==> config.mk <==
export PLATFORM = sky130hd
export DESIGN_NAME = uart_mem_dump
export DESIGN_NICKNAME = d
export VERILOG_FILES = /design/src/rtl/uart_mem_dump.sv
export SDC_FILE = /design/constraint.sdc
export NUM_CORES = 1
export LEC_CHECK = 0
export ABC_AREA = 1
export CAP_MARGIN = 0
export CORE_MARGIN = 5
export CORE_UTILIZATION = 30
export DETAILED_ROUTE_END_ITERATION = 12
export MAX_ROUTING_LAYER = met4
export PLACE_DENSITY_LB_ADDON = 0.2
export SYNTH_ARGS = -nofsm -noshare
export SYNTH_HDL_FRONTEND = slang
export SYNTH_SLANG_ARGS = --single-unit
==> constraint.sdc <==
create_clock -name clk -period 4.85 [get_ports clk]
set_input_delay 0.97 -clock clk [delete_from_list [all_inputs] [get_ports clk]]
set_output_delay 0.97 -clock clk [all_outputs]
set_load 0.01 [all_outputs]
==> src/rtl/uart_mem_dump.sv <==
// Reads a contiguous block of 32-bit words from a registered-read memory port and
// streams them out as 8N1 UART frames, least significant byte first.
module uart_mem_dump #(
    parameter int CLKS_PER_BIT = 200,
    parameter int ADR_W        = 14
) (
    input  logic             clk,
    input  logic             rst,
    input  logic             start,
    input  logic [ADR_W-1:0] base_adr,
    input  logic [ADR_W:0]   word_cnt,
    output logic [ADR_W-1:0] mem_adr,
    input  logic [31:0]      mem_dat,
    output logic             tx,
    output logic             busy,
    output logic             done
);
    localparam int CW = (CLKS_PER_BIT > 1) ? $clog2(CLKS_PER_BIT) : 1;
    localparam int RW = ADR_W + 1;
    localparam logic [CW-1:0] LAST = CW'(CLKS_PER_BIT - 1);

    typedef enum logic [2:0] {IDLE, FETCH, LATCH, START, DATA, STOP, FINISH} state_t;

    state_t          state_q;
    logic [CW-1:0]   clk_cnt_q;
    logic [2:0]      bit_q;
    logic [1:0]      byte_q;
    logic [31:0]     shift_q;
    logic [31:0]     pend_q;
    logic [ADR_W:0]  rem_q;
    logic [ADR_W-1:0] adr_q;
    logic            tx_q;
    logic            busy_q;
    logic            done_q;

    logic bit_end;
    logic more_words;
    logic last_byte;

    assign bit_end    = (clk_cnt_q == LAST);
    assign more_words = (rem_q > RW'(1));
    assign last_byte  = (byte_q == 2'd3);

    always_ff @(posedge clk or negedge rst) begin
        if (!rst) begin
            state_q   <= IDLE;
            clk_cnt_q <= '0;
            bit_q     <= '0;
            byte_q    <= '0;
            shift_q   <= '0;
            pend_q    <= '0;
            rem_q     <= '0;
            adr_q     <= '0;
            tx_q      <= 1'b1;
            busy_q    <= 1'b0;
            done_q    <= 1'b0;
        end else begin
            done_q <= 1'b0;

            // The line follows the state one cycle later, which places the first
            // falling edge three cycles after the accepting edge.
            case (state_q)
                START:   tx_q <= 1'b0;
                DATA:    tx_q <= shift_q[{byte_q, bit_q}];
                default: tx_q <= 1'b1;
            endcase

            case (state_q)
                IDLE: begin
                    if (start) begin
                        busy_q <= 1'b1;
                        rem_q  <= word_cnt;
                        if (word_cnt == '0) begin
                            state_q <= FINISH;
                            done_q  <= 1'b1;
                        end else begin
                            adr_q   <= base_adr;
                            state_q <= FETCH;
                        end
                    end
                end
                FETCH: state_q <= LATCH;
                LATCH: begin
                    shift_q   <= mem_dat;
                    byte_q    <= '0;
                    bit_q     <= '0;
                    clk_cnt_q <= '0;
                    state_q   <= START;
                end
                START: begin
                    if (bit_end) begin
                        clk_cnt_q <= '0;
                        bit_q     <= '0;
                        state_q   <= DATA;
                    end else begin
                        clk_cnt_q <= clk_cnt_q + CW'(1);
                    end
                end
                DATA: begin
                    if (bit_end) begin
                        clk_cnt_q <= '0;
                        if (bit_q == 3'd7) begin
                            state_q <= STOP;
                            // Prefetch: next address is on the port during the first stop cycle.
                            if (last_byte && more_words) begin
                                adr_q <= adr_q + ADR_W'(1);
                            end
                        end else begin
                            bit_q <= bit_q + 3'd1;
                        end
                    end else begin
                        clk_cnt_q <= clk_cnt_q + CW'(1);
                    end
                end
                STOP: begin
                    if (last_byte && more_words && clk_cnt_q == CW'(1)) begin
                        pend_q <= mem_dat;
                    end
                    if (bit_end) begin
                        clk_cnt_q <= '0;
                        if (!last_byte) begin
                            byte_q  <= byte_q + 2'd1;
                            state_q <= START;
                        end else if (more_words) begin
                            rem_q   <= rem_q - RW'(1);
                            byte_q  <= '0;
                            state_q <= START;
                            // With two clocks per bit the capture and the reload share an edge.
                            shift_q <= (clk_cnt_q == CW'(1)) ? mem_dat : pend_q;
                        end else begin
                            state_q <= FINISH;
                            done_q  <= 1'b1;
                        end
                    end else begin
                        clk_cnt_q <= clk_cnt_q + CW'(1);
                    end
                end
                FINISH: begin
                    busy_q  <= 1'b0;
                    state_q <= IDLE;
                end
                default: state_q <= IDLE;
            endcase
        end
    end

    assign mem_adr = adr_q;
    assign tx      = tx_q;
    assign busy    = busy_q;
    assign done    = done_q;
endmodule

==> results.toml <==
[routing]
vias = 5706
drc = 0
drtPass1Iterations = 5
viasPerCell = 4.59
drtIter0Drc = 372
wirelength_um = 16000
wl_per_cell_um = 12.8
drtAntennaViolNets = 0

[power]
power_density_nw_per_um2 = 239
peakVddDrop_mv = 0.190
netSwitchingFraction_pct = 24.9
p_leak_nw = 3.88
pwr-share-seq_pct = 51.9
p_comb_share_pct = 6.9
pwr-share-clk_pct = 41.2
p_int_mw = 1.38
power.switching_mw = 0.458

[finish]
fin_nets = 1034
drive_above_1_share_pct = 5.69
area_growth_pct = 20.3
stdcell_count = 1242
layout_common_cells = "339 x nand2_1, 111 x dfrtp_1, 86 x nand3_1"
register_area_um2 = 2800
finalCoreUtilization_pct = 36.6
antennaDiodeCount = 0
fillers = 2242
multi_input_area_um2 = 3090
mostFrequentLayoutCell = "nand2_1"

[timing]
hold_viol = 0
max_freq_mhz = 412
fin_crit_ps = 2430
timing.final.crit_share_pct = 50.0
relSlewSlack_pct = 33.5
setup-violations-final = 0
fin_tns_setup_ps = 0
rsz0062_at_grt = "no"
fin_ws_ps = 2420
clock_skew_ps = 13.5
slew_viol_final = 0
tightest_slew_ps = 995

[worst_hold_path]
hp-class = "reg -> reg"

[worst_setup_path]
cp_num_buf_inv = 1
cpLargestDelayFamily = "buffers and inverters"
critPathRequiredTime_ps = 3880
worstPathArrival_ps = 1460
endpoint_kind = "primary output"
cp-start-kind = "flip-flop"
cp_slowest_cell = "clkdlybuf4s50_1"
cpPeakStageDelay_ps = 600
worstPathMaxFanout = 6
cp_cell_sequence = "clkdlybuf4s50_1"
critical_path_class = "reg -> out"
r2r_slack_ps = 2460

[die]
core_um2 = 21000
rows = 53
die_w_um = 156
io-pin-count = 81
dieArea_um2 = 24400
floorplan.initialDensity_pct = 30.4
die_h_um = 156

[yosys]
synth_seq_area_share_pct = 43.8
synth_area_um2 = 6400
synthCells = 900
synth_fp_nets = 972
avgSynthCellArea_um2 = 7.11
yosysUniqueCellTypes = 37
synth-seq-cells = 112
yosysWarnings = 0

[clock_network]
htree_levels = 3
clkSinkCount = 112
cts-root-buf = "clkbuf_16"
clk_latency_ps = 360
cts_setup_buffers = 0
cts-buffers-inserted = 9
post_cts_resized = 0
clkTransAtPathRegs_ps = 80
cts.path.max_buffers = 2
cts_tree = "yes"
cts_hold_buf = 0

[global_route]
grt_pass1_wl_um = 26900
antenna_found_initial = 0
overflow = 0
grt_start_max_net_pins = 65
grt.total_usage_pct = 13.8
grt_pass1_vias = 5367

[place]
gp_congestion = 0.795
place_hpwl_um = 11100
pre_cts_ws_ps = 2080
place_inst = 1226
port_buffers = 80

[outcome]
outcome = "complete, no violations"

[job]
maxCapViolations = 0
kinds of logic after synthesis:
logic type	Yosys count	share of synthesized area, %
XOR/XNOR	7	0.958
AND/OR/NAND/NOR	515	34.5
buffers and inverters	121	7.88
AO/OA/AOI/OAI	137	11.3
flip-flops	112	43.8
adder cells (fa/ha/maj)	8	1.56
power by group through the flow:
stage               registers, mW  clock network [mW]  logic [mW]
floorplan                   0.971                   0      0.0461
global placement            0.972                   0       0.130
detailed placement          0.972                   0       0.130
CTS                         0.954               0.788       0.131
global route                0.956               0.821       0.146
finish                      0.954               0.757       0.127
path summary, 6_finish.rpt:
kind,from,end,cells past startpoint
setup / recovery,mem_adr[11]$_DFFE_PN0P_,mem_adr[11],1
hold reg to reg,pend_q[27]$_DFFE_PN0P_,pend_q[27]$_DFFE_PN0P_,2
min in group asynchronous,rst,pend_q[14]$_DFFE_PN0P_,1
hold / removal,pend_q[27]$_DFFE_PN0P_,pend_q[27]$_DFFE_PN0P_,2
setup reg to reg,bit_q[0]$_DFFE_PN0P_,mem_adr[5]$_DFFE_PN0P_,11
max in group asynchronous,rst,tx$_DFF_PN1_,2
layer usage:
layer / up-vias / global-route usage [%] / part of all wire [%]
li1: 3023 / - / -
met1: 2585 / 18.9 / 50
met2: 90 / 21.4 / 45
met3: 8 / 2.55 / 4.1
met4: 0 / 2.83 / 0.81
met5: - / - / 0
metrics by stage:
step	total power, mW	hold WS [ps]	cell area (um2)
global route	1.92	511	7700
floorplan	1.02	454	6400
CTS	1.87	494	7700
finish	1.84	491	7700
detailed placement	1.10	473	7400
global placement	1.10	466	7400
Yosys cell counts:
library cell / instances / share of area [%]
dfrtp_1: 111 / 43
nand3_4: 1 / 0.27
nor2_1: 50 / 2.9
inv_2: 8 / 0.47
or2_2: 2 / 0.20
nor2_4: 3 / 0.53
o31ai_1: 1 / 0.12
xor2_1: 5 / 0.68
o21ai_1: 66 / 5.2
o21ai_0: 58 / 4.5
o22ai_1: 5 / 0.49
ha_1: 8 / 1.6
nand3_1: 86 / 6.7
buf_6: 1 / 0.18
o21a_1: 1 / 0.12
clkbuf_1: 10 / 0.59
nand2_1: 339 / 20
nand4_4: 1 / 0.33
buf_4: 5 / 0.59
buf_2: 17 / 1.3
clkinv_1: 2 / 0.12
nor2_8: 1 / 0.31
o21bai_1: 3 / 0.35
inv_4: 1 / 0.098
nor3b_1: 1 / 0.12
nor3_1: 6 / 0.47
nand3_2: 1 / 0.16
inv_1: 77 / 4.5
nand2_2: 7 / 0.68
nand3b_4: 1 / 0.31
nor2_2: 5 / 0.49
a21oi_4: 1 / 0.25
a22oi_2: 1 / 0.20
dfstp_2: 1 / 0.41
nand4_1: 11 / 1.1
xnor2_1: 2 / 0.27
a21oi_1: 1 / 0.078
sequential cells by signal (all words and copies together), names as in the netlist:
signal,count
shift_q,32
done,1
rem_q,15
mem_adr,14
busy,1
byte_q,2
clk_cnt_q,8
pend_q,32
bit_q,3
state_q,3
tx,1
worst min-delay path, delay by kind of cell, from the launching register on:
kind / cells / cell delay (ps)
flip-flops: 1 / 340
AO/OA/AOI/OAI: 1 / 60
AND/OR/NAND/NOR: 1 / 50
layout make-up:
class	count	area share, %
Clock buffer	9	2.92
Clock inverter	7	0.975
Inverter	88	4.32
Multi-Input combinational cell	667	40.1
Sequential cell	112	36.4
Tap cell	275	4.47
Timing Repair Buffer	84	10.8
No activity file was read; power rests on OpenSTA's default activity.
